File: src/rtl/id_ex_stage.sv
// id_ex_stage: ID/EX pipeline register with load-use stall, flush bubbles and EX operand forwarding
// Ports:
//   clk, rst                 rising-edge clock, synchronous active-high reset
//   id_*                     decoded instruction fields from the ID stage
//   exmem_*, memwb_*         producer write-back info for forwarding into EX
//   flush                    taken branch/jump: squash the instruction entering EX
//   ex_*                     EX-stage operands and pass-through control
//   stall_id                 hold PC and IF/ID (load-use hazard)
//   bubble_count             saturating count of bubbles inserted
module id_ex_stage (
   input  logic        clk,
   input  logic        rst,
   input  logic        id_valid,
   input  logic [31:0] id_pc,
   input  logic [31:0] id_rs_data,
   input  logic [31:0] id_rt_data,
   input  logic [31:0] id_imm,
   input  logic [4:0]  id_rs,
   input  logic [4:0]  id_rt,
   input  logic [4:0]  id_rd,
   input  logic [4:0]  id_shamt,
   input  logic [4:0]  id_opselect,
   input  logic        id_alusrc,
   input  logic        id_reg_write,
   input  logic        id_mem_read,
   input  logic        id_mem_write,
   input  logic        exmem_reg_write,
   input  logic [4:0]  exmem_rd,
   input  logic [31:0] exmem_res,
   input  logic        memwb_reg_write,
   input  logic [4:0]  memwb_rd,
   input  logic [31:0] memwb_res,
   input  logic        flush,
   output logic [4:0]  ex_opselect,
   output logic [31:0] ex_x,
   output logic [31:0] ex_y,
   output logic [4:0]  ex_shamt,
   output logic [31:0] ex_pc,
   output logic        ex_valid,
   output logic [4:0]  ex_rd,
   output logic        ex_reg_write,
   output logic        ex_mem_read,
   output logic        ex_mem_write,
   output logic [31:0] ex_store_data,
   output logic        stall_id,
   output logic [15:0] bubble_count
);
   typedef struct packed {
      logic        valid;
      logic        reg_write;
      logic        mem_read;
      logic        mem_write;
      logic        alusrc;
      logic [4:0]  opselect;
      logic [4:0]  rs;
      logic [4:0]  rt;
      logic [4:0]  rd;
      logic [4:0]  shamt;
      logic [31:0] pc;
      logic [31:0] rs_data;
      logic [31:0] rt_data;
      logic [31:0] imm;
   } ex_t;
   ex_t         ex_q, ex_d;
   logic [15:0] bubble_count_q, bubble_count_d;
   logic        bubble;
   logic [31:0] fwd_rt;
   always_comb begin
      // flush squashes the consumer anyway, so it never needs to stall
      stall_id = !flush && ex_q.valid && ex_q.mem_read && ex_q.rd != 5'd0 && id_valid &&
                 (ex_q.rd == id_rs || ex_q.rd == id_rt);
      bubble = flush || stall_id;
      ex_d.valid     = id_valid && !bubble;
      ex_d.reg_write = id_valid && id_reg_write && !bubble;
      ex_d.mem_read  = id_valid && id_mem_read && !bubble;
      ex_d.mem_write = id_valid && id_mem_write && !bubble;
      ex_d.alusrc    = id_alusrc;
      ex_d.opselect  = bubble ? 5'd0 : id_opselect;
      ex_d.rs        = id_rs;
      ex_d.rt        = id_rt;
      ex_d.rd        = id_rd;
      ex_d.shamt     = id_shamt;
      ex_d.pc        = id_pc;
      ex_d.rs_data   = id_rs_data;
      ex_d.rt_data   = id_rt_data;
      ex_d.imm       = id_imm;
      bubble_count_d = (bubble && bubble_count_q != 16'hFFFF) ? bubble_count_q + 16'd1 : bubble_count_q;
      // EX/MEM is the younger producer, so it wins over MEM/WB; $0 is never forwarded
      ex_x = (exmem_reg_write && exmem_rd != 5'd0 && exmem_rd == ex_q.rs) ? exmem_res :
             (memwb_reg_write && memwb_rd != 5'd0 && memwb_rd == ex_q.rs) ? memwb_res : ex_q.rs_data;
      fwd_rt = (exmem_reg_write && exmem_rd != 5'd0 && exmem_rd == ex_q.rt) ? exmem_res :
               (memwb_reg_write && memwb_rd != 5'd0 && memwb_rd == ex_q.rt) ? memwb_res : ex_q.rt_data;
      ex_y = ex_q.alusrc ? ex_q.imm : fwd_rt;
      ex_store_data = fwd_rt;
   end
   always_ff @(posedge clk) begin
      if (rst) begin
         ex_q           <= '0;
         bubble_count_q <= '0;
      end else begin
         ex_q           <= ex_d;
         bubble_count_q <= bubble_count_d;
      end
   end
   assign ex_opselect  = ex_q.opselect;
   assign ex_shamt     = ex_q.shamt;
   assign ex_pc        = ex_q.pc;
   assign ex_valid     = ex_q.valid;
   assign ex_rd        = ex_q.rd;
   assign ex_reg_write = ex_q.reg_write;
   assign ex_mem_read  = ex_q.mem_read;
   assign ex_mem_write = ex_q.mem_write;
   assign bubble_count = bubble_count_q;
endmodule

File: config.mk
export PLATFORM = sky130hd
export DESIGN_NAME = id_ex_stage
export DESIGN_NICKNAME = d
export VERILOG_FILES = /design/src/rtl/id_ex_stage.sv
export SDC_FILE = /design/constraint.sdc
export NUM_CORES = 1
export LEC_CHECK = 0
export CAP_MARGIN = 0
export CORE_AREA = 2 2 154 156
export CTS_BUF_LIST = sky130_fd_sc_hd__clkbuf_4
export DETAILED_ROUTE_END_ITERATION = 10
export DIE_AREA = 0 0 156 158
export GPL_ROUTABILITY_DRIVEN = 0
export PLACE_DENSITY = 0.71
export SLEW_MARGIN = 20
export SYNTH_ARGS = -nofsm -noshare
export SYNTH_HDL_FRONTEND = slang
export SYNTH_SLANG_ARGS = --single-unit
export TNS_END_PERCENT = 100
File: constraint.sdc
create_clock -name clk -period 2.86 [get_ports clk]
set_clock_uncertainty 0.15 [all_clocks]
set_input_delay 0.429 -clock clk [delete_from_list [all_inputs] [get_ports clk]]
set_output_delay 0.429 -clock clk [all_outputs]
set_load 0.01 [all_outputs]
---- After elaboration in Yosys (flattened, before gate mapping) ----
Cells that the tools add are included.
cells by class
  eq/ne operators ......................... 7
  mux-type cells .......................... 5
  reduce and logical (&&, ||, !) cells .... 27
  $add $sub $neg .......................... 1
operators with widths
  cell                                            number
  2-to-1 mux 32 bit                               5
  == test 5 bit                                   6
  logical AND 1 bit                               19
  adder 16 x 1 -> 16 bit (second input constant)  1
  inequality test 16 bit (second input constant)  1
  nonzero test 5 bit                              3
  logical NOT 1 bit                               2
  logical OR 1 bit                                2
  OR reduction 2 bit                              1
storage, ports and cells
  bits of input ports ..................... 237
  output and inout port bits .............. 164
  flip-flop bits (word level) ............. 174
  word-level logic and storage cells ...... 55

---- Logic depth before layout (Yosys ltp) ----
Gate-level depths: netlist of run 1.
  word-level depth ........................ 9
  gate-level depth with buffers ........... 8
  mapped depth without buffers ............ 7

---- Worst setup path after synthesis of run 1 ----
No wires, ideal clock.
  path type ............................... input to output
  from .................................... in exmem_rd[1]
  to ...................................... out ex_y[23]
  cell stages on the path ................. 8
  data required time ...................... 2.281 ns
  data arrival time ....................... 2.037 ns
  slack ................................... 0.244 ns
  buffers on the path ..................... 2
  path through ............................ or4_1 -> o21ai_2 -> or4_1 -> buf_6 -> buf_8 -> o221ai_2 -> o21a_1 -> mux2_2
between the ends
  longest elaborated chain between the ends .. 5
  elaborated cells on any way between the ends .. 6
  classes of those cells .................. eq/ne (1); mux (2); reduce/logical (3)
RTL lines
  element                      line  source
  start: declaration           28    input logic [4:0] exmem_rd,
  nonzero test 5 bit           91    fwd_rt = (exmem_reg_write && exmem_rd != 5'd0 && exmem_rd == ex_q.rt) ? exmem_res :
  logical AND 1 bit            91
  logical AND 1 bit *          91
  2-to-1 mux 32 bit *          91
  named net ex_store_data[23]  44    output logic [31:0] ex_store_data,
  2-to-1 mux 32 bit *          93    ex_y = ex_q.alusrc ? ex_q.imm : fwd_rt;
  end: declaration             36    output logic [31:0] ex_y,
The timed path passes the listed nets; every way through them passes the cells marked *.

---- Worst setup path in the final report of run 1 ----
  from .................................... reg ex_q[140] (netlist bit)
  to ...................................... out ex_y[23]
between the ends
  longest elaborated chain between the ends .. 5
  elaborated cells on any way between the ends .. 7
  classes of those cells .................. eq/ne (2); mux (3); reduce/logical (2)
RTL lines
  element                   line  source
  start: declaration        64    ex_t ex_q, ex_d;
  start signal: assignment  98    ex_q <= '0;
  start signal: assignment  101   ex_q <= ex_d;
  == test 5 bit             92    (memwb_reg_write && memwb_rd != 5'd0 && memwb_rd == ex_q.rt) ? memwb_res : ex_q.rt_data;
  logical AND 1 bit         92
  2-to-1 mux 32 bit         92
  2-to-1 mux 32 bit *       91
  2-to-1 mux 32 bit *       93
Every way passes the cells marked *; elsewhere a longest branch is shown, timed or not.

==> results by group, run 1 <==
Status
  – Outcome: finished with violations
  – Failing checks: setup timing

GRT
  – Gr usage total: a little under a quarter
  – Initial antenna violation count: 4
  – Global-route wire length before repair: 43.6 mm
  – Vias in the first global route: 7,594
  – Largest net degree at the start of global routing: 107
  – Total grt overflow: 0

Layout
  – Fraction of layout cells with a size suffix above 1: 30.3%
  – Net count, final: around 1,500
  – Fill cell count: 1,963
  – Area of the multi-input gates: 0.00409 sq mm
  – Fin cells: approximately 1,600
  – Area grow syn2layout: 74.0%
  – FF/Latch Area: ~0.0035 sq mm

Yosys
  – Mapped cell area: around 0.0080 sq mm
  – Post-synthesis sequential area ratio: 43.8%
  – EDFF count, synth: 0
  – Cell variety after synth: 45
  – Synth Flop Type: dfxtp_1
  – Yosys warnings: 0
  – Post-synthesis async set-or-reset flop share: 0%
  – Commonest cells post-synth: dfxtp_1, nor2b_1, nand2_1
  – Area leader, netlist: dfxtp_1
  – Mapped Cells: around 800
  – Synthesized flop and latch total: 174
  – Top-area cell type share of the netlist area: 43.8%
  – Synth area leaders: dfxtp_1, nor2b_1, o221ai_2
  – Avg Inst Size Synth: 9.66 sq um
  – Most common cell in the netlist: dfxtp_1
  – Syn nets: 1,062

Die
  – Die ar.: 0.0246 sq mm
  – Io pins: 401
  – Die Y: 158 um
  – Starting density of the core: 34.5%
  – Chip Width: 156 um
  – Site Rows: 56
  – Core region area: 0.0231 sq mm

Timing
  – Minimum clock period: 3.36 ns
  – Final hold violation count: 0
  – Slew Limit Fails: 0
  – Number of setup violations in the final report: 94
  – FMAX: slightly below 0.3 GHz
  – Final period util: 117%
  – Max-slew headroom: 57.8%
  – Fin Setup TNS: -24.41 ns
  – RSZ-0062 raised after global routing: yes
  – Tightest Pin Transition: 0.633 ns
  – Final worst-path setup slack: -0.500 ns

Flow run
  – # Max-Cap Violations: 0

Critical path
  – Crit Path Class: register to primary output
  – Family with the most delay on the worst path: simple AND/OR/NAND/NOR gates
  – Critical path startpoint: ex_q[140]$_SDFF_PP0_
  – Startpoint types: register
  – CP required: about 2.3 ns
  – Crit path cell chain: xor2_1 > or4_4 > buf_8 > buf_12 > o21a_1 > buf_4 > mux2_4 > buf_6
  – Crit. End Element: primary output
  – Worst path depth: 8
  – Crit-path slowest cell: or4_4
  – Reg2reg start: bubble_count[0]$_SDFFE_PP0P_
  – Reg2Reg Depth: 6
  – CP peak stage delay: 0.59 ns
  – Critical Path Fanout Max: 11
  – CP Buf/Inv Count: 4
  – Crit path DAT: between 2 and 3 ns

Power
  – VDD IR-drop max: 0.245 mV
  – Pleak: between 5 and 6 nW
  – Power Density: 400 mW/mm^2
  – Power consumption: 5.53 mW

Drt
  – DRC violations left: 0
  – TritonRoute pass-1 iters: 5
  – Routed len/inst: 19.9 um
  – DR vias/cell: 4.80
  – Via count of the routed design: 7,534
  – Detailed Route Iter0 Violations: 380
  – Antenna Nets Post-Route: 0
  – WL final: 31.2 mm

Clocking
  – CTS Hold Bufs: 0
  – CTS tree: done
  – CTS sink cnt: 174
  – TritonCTS buffer count: 17
  – H-tree depth: 4
  – CTS root buf: clkbuf_4
  – Clock transition at path regs: 0.18 ns
  – Latest clock arrival within the worst-skew pair: 0.58 ns
  – CTS max path bufs: 2

Place
  – Dpl cells: 1,469
  – DP Worst Slack: -0.989 ns
  – Post-detail-place hpwl: 21.0 mm
  – Port Buf Inserts: 400

Min path
  – WHS Path Cells: 3
  – Worst hold path class: input port to register
  – Min-delay src: rst
-- stage by stage --
stage | cell area (sq um) | hold slack [ns] | util (%)
2_1_floorplan | 7960 | 0.354 | -
4_1_cts | 13300 | 0.111 | 57.8
3_5_place_dp | 12300 | 0.347 | 53.3
6_report | 13800 | 0.155 | 60.1
3_3_place_gp | 12300 | 0.324 | 53.3
5_1_grt | 13800 | 0.130 | 60.1
-- routing by layer --
| metal | track usage (%) | part of all wire [%] | up-vias |
|---|---|---|---|
| li1 | - | - | 3604 |
| met1 | 25.2 | 38 | 3542 |
| met2 | 43.4 | 51 | 327 |
| met3 | 7.88 | 8.1 | 59 |
| met4 | 9.35 | 2.9 | 2 |
| met5 | 0 | 0.042 | - |
-- worst min-delay path, delay by kind of cell --
kind            cells  cell delay [ns]
buf+inv             2             0.27
compound gates      1             0.16
-- cell families (layout without fill, tap and decap cells) --
logic type	after synthesis	count (layout)	synth area share [%]
flops	174	174	43.8
other cells	0	2	0
fa+ha+maj	1	1	0.157
compound gates	127	127	13.4
xor+xnor	30	30	3.40
buf+inv	135	590	9.89
simple gates	290	290	20.4
mux	67	67	8.96
-- registers in the layout (all words and copies together), names as in the netlist --
name          cells
ex_mem_write      1
ex_reg_write      1
ex_rd             5
ex_pc            32
ex_opselect       5
bubble_count     16
ex_mem_read       1
ex_q            107
ex_shamt          5
ex_valid          1
-- repair_timing --
action | CTS | global route
gates resized for setup | 499 | 119
setup endpoints to repair | 97 | 97
pin swaps | 19 | 33
cloned | 11 | 5
setup buffers | 35 | 27
-- cell usage in the layout, fill, tap and decap left out, types with 5 or more instances in the layout --
cell and instances:
clkdlybuf4s50_1 292, dfxtp_1 163, nor2b_1 151, buf_6 73, nand2_1 61, buf_4 53
buf_2 36, inv_1 34, o221ai_2 30, o21a_1 30, mux2i_1 24, o21ai_1 22
mux2_2 20, buf_12 19, clkbuf_4 17, clkdlybuf4s15_2 16, mux2_4 14, xnor2_1 13
xnor2_2 10, o21ai_2 10, nand2_2 10, a21oi_1 10, nor2_1 9, nand3_1 8
and3_1 8, buf_16 8, dfxtp_2 8, or4_1 7, xor2_1 6, nand4_1 6
mux2i_2 6, o31ai_1 6, buf_8 6, o21ai_0 5, dlygate4sd2_1 5, clkdlybuf4s15_1 5
clkbuf_2 5
-- path summary, 6_finish.rpt --
| check | endpoint | slack, ns |
|---|---|---|
| min reg2reg | bubble_count[7]$_SDFFE_PP0P_ | 0.37 |
| max reg2reg | bubble_count[6]$_SDFFE_PP0P_ | 0.60 |
| max | ex_y[23] | -0.50 |
| min | bubble_count[3]$_SDFFE_PP0P_ | 0.15 |
-- power by group --
group / leakage (nW) / switching (mW) / internal, mW
logic: 3.94 / 0.536 / 0.841
clock network: 0.167 / 1.07 / 0.500
registers: 1.45 / 0.0474 / 2.54
-- area by class of cell --
type                            count  area share (%)
Multi-Input combinational cell    515            29.5
Timing Repair Buffer              524            39.3
Clock inverter                     15            1.38
Tap cell                          290            2.62
Sequential cell                   174            25.3
Antenna cell                        2          0.0361
Clock buffer                       17           0.922
Inverter                           34           0.922
Power figures use the tool's default switching activity.
==> run 2: changes to the inputs <==
==> constraint.sdc (replaced) <==
create_clock -name clk -period 2.86 [get_ports clk]
set_clock_uncertainty 0.15 [all_clocks]
set_input_delay 0.286 -clock clk [delete_from_list [all_inputs] [get_ports clk]]
set_output_delay 0.286 -clock clk [all_outputs]
set_load 0.01 [all_outputs]
==> results by group, run 2 (same netlist as run 1, synthesis figures left out) <==
Clocking
  – TritonCTS buffer count: 17 (unchanged)
  – Clock transition at path regs: 0.19 ns (about the same)
  – CTS root buf: clkbuf_4
  – CTS sink cnt: 174 (unchanged)
  – CTS max path bufs: 2 (unchanged)
  – Latest clock arrival within the worst-skew pair: 0.58 ns (about the same)
  – H-tree depth: 4 (unchanged)
  – CTS tree: done

Critical path
  – Most frequent CP cell: buf_6
  – Crit Path Class: register to primary output
  – CP required: 2.42 ns (+0.14 ns)
  – Startpoint types: register
  – Crit-path slowest cell: or4_4
  – CP Buf/Inv Count: 6 (+2)
  – Crit path DAT: 2.89 ns (+0.11 ns)
  – Crit path cell chain: buf_6 > xnor2_2 > nand3_1 > or4_4 > buf_12 > buf_16 > buf_6 > o21a_1 > buf_4 > mux2_4 > buf_6
  – Reg2reg start: bubble_count[0]$_SDFFE_PP0P_
  – CP peak stage delay: 0.47 ns (-0.12 ns)
  – Family with the most delay on the worst path: buffers and inverters
  – Crit. End Element: primary output
  – Critical Path Fanout Max: 3 (-8)
  – Critical path startpoint: ex_q[139]$_SDFF_PP0_

Timing
  – Max-slew headroom: 48.3% (-9.5 points)
  – FMAX: 0.300 GHz (+0.93%)
  – Final period util: 116% (-1.1 points)
  – Final worst-path setup slack: -0.469 ns (+0.0308 ns)
  – Minimum clock period: 3.33 ns (-0.0308 ns)
  – RSZ-0062 raised after global routing: yes
  – Final hold violation count: 0 (unchanged)
  – Tightest Pin Transition: 0.776 ns (+0.142 ns)
  – Number of setup violations in the final report: 79 (-16%)
  – Slew Limit Fails: 0 (unchanged)
  – Final hold slack: 0.0633 ns (-0.0917 ns)

Die
  – Die ar.: 0.0246 sq mm (unchanged)
  – Die Y: 158 um (unchanged)
  – Io pins: 401 (unchanged)
  – Site Rows: 56 (unchanged)
  – Chip Width: 156 um (unchanged)
  – Core region area: 0.0231 sq mm (unchanged)
  – Starting density of the core: 34.5% (unchanged)

Power
  – VDD IR-drop max: 0.274 mV (+12%)
  – Net Sw Frac: 30.4% (+0.59 points)
  – NetSw: 1.66 mW (+0.84%)
  – P_int: 3.81 mW (-1.9%)
  – Power Density: 396 mW/mm^2 (-0.97%)
  – Seq pwr share: 47.4% (+0.6 points)
  – Combinational cell fraction of total power: 25.4% (+0.5 points)
  – Clock Power Share: 27.3% (-1.0 points)
  – Power consumption: 5.47 mW (-1.1%)
  – Pleak: 5.60 nW (+0.62%)

GRT
  – Gr usage total: 23.5% (-0.20 points)
  – Global route hottest layer: met2
  – Initial antenna violation count: 3 (-1)
  – M3 GR Usage: 6.79% (-1.1 points)
  – Met2 usage: 42.3% (-1.1 points)
  – Total grt overflow: 0 (unchanged)
  – Vias in the first global route: 7,474 (-1.6%)
  – Routing usage on met1: 26.6% (+1.4 points)
  – Global-route wire length before repair: 43.4 mm (-0.58%)
  – Largest net degree at the start of global routing: 95 (-11%)

Min path
  – Min-delay src: id_imm[14]
  – Worst hold path class: input port to register

Layout
  – Commonest non-fill, non-tap cell in the layout: clkdlybuf4s50_1
  – Post-route cell area: 0.0138 sq mm (-0.14%)
  – Net count, final: 1,527 (+1.5%)
  – Commonest non-fill, non-tap cells in the layout: clkdlybuf4s50_1, dfxtp_1, nor2b_1
  – Fraction of layout cells with a size suffix above 1: 29.0% (-1.4 points)
  – Largest register FFs: 107 (unchanged)
  – Fin util: 60.0% (-0.087 points)
  – Area grow syn2layout: 73.7%
  – Top reg by flops: ex_q

Drt
  – Routed len/inst: 19.8 um (-0.43%)
  – WL final: 31.5 mm (+1.0%)
  – TritonRoute pass-1 iters: 5 (unchanged)
  – DR vias/cell: 4.79 (about the same)
  – DRC violations left: 0 (unchanged)
  – Detailed Route Iter0 Violations: 346 (-8.9%)
  – Antenna Nets Post-Route: 0 (unchanged)
  – Via count of the routed design: 7,643 (+1.4%)

Status
  – Failing checks: setup timing
  – Outcome: finished with violations

Place
  – Port Buf Inserts: 400 (unchanged)
  – Post-detail-place hpwl: 20.4 mm (-3.3%)
  – Placed Area: 0.0123 sq mm (-0.28%)

Flow run
  – # Max-Cap Violations: 0 (unchanged)
-- run 2: power groups by stage --
stage / clock network, mW / logic (mW) / registers, mW
2_1_floorplan: 0 / 0.514 / 2.63
3_3_place_gp: 0 / 1.24 / 2.64
5_1_grt: 1.64 / 1.47 / 2.60
6_report: 1.49 / 1.39 / 2.59
3_5_place_dp: 0 / 1.25 / 2.64
4_1_cts: 1.54 / 1.32 / 2.59
-- run 2: cell type report --
type	instances	area [sq um]
Fill cell	1921	9230
Timing Repair Buffer	547	5550
Multi-Input combinational cell	515	3990
Sequential cell	174	3490
Tap cell	290	363
Clock inverter	15	169
Clock buffer	17	128
Inverter	34	128
Antenna cell	2	5.00
-- run 2: per-layer routing --
metal / vias to the layer above / routed length (um)
met1: 3612 / 12400
li1: 3657 / -
met5: - / 13
met4: 2 / 792
met3: 54 / 2310
met2: 318 / 16000
-- run 2: path summary, 6_finish.rpt --
check                                       to  slack (ns)  cells after the start
setup / recovery                      ex_y[23]       -0.47                     11
hold / removal             ex_q[14]$_SDFF_PP0_        0.06                      2
setup reg to reg  bubble_count[6]$_SDFFE_PP0P_        0.63                      6
hold reg to reg   bubble_count[7]$_SDFFE_PP0P_        0.37                      2
-- run 2: what timing repair did --
| item | in CTS | in global routing |
|---|---|---|
| resized for setup | 523 | 96 |
| hold endpoints to repair | 5 | 1 |
| hold buffers | 1 | 1 |
| setup endpoints to repair | 96 | 97 |
| setup buffers | 61 | 34 |
| gates cloned | 7 | 5 |
| pin swaps | 14 | 20 |
-- run 2: worst register-to-register path, stage by stage (launching register included) --
cell and delay (ns):
dfxtp_1 0.47, ha_1 0.20, and3_1 0.24, nand4_1 0.25, o21ai_0 0.47, nor3_1 0.09
mux2_2 0.28
-- run 2: stage by stage --
step | worst slack, ns | std cells | TNS, ns
after CTS | -0.516 | 1566 | -26.10
after floorplan | 0.530 | 824 | 0
final | -0.469 | 1594 | -19.85
after detailed placement | -0.729 | 1466 | -49.95
after global placement | -0.723 | 1466 | -48.95
after global routing | -0.623 | 1594 | -33.96
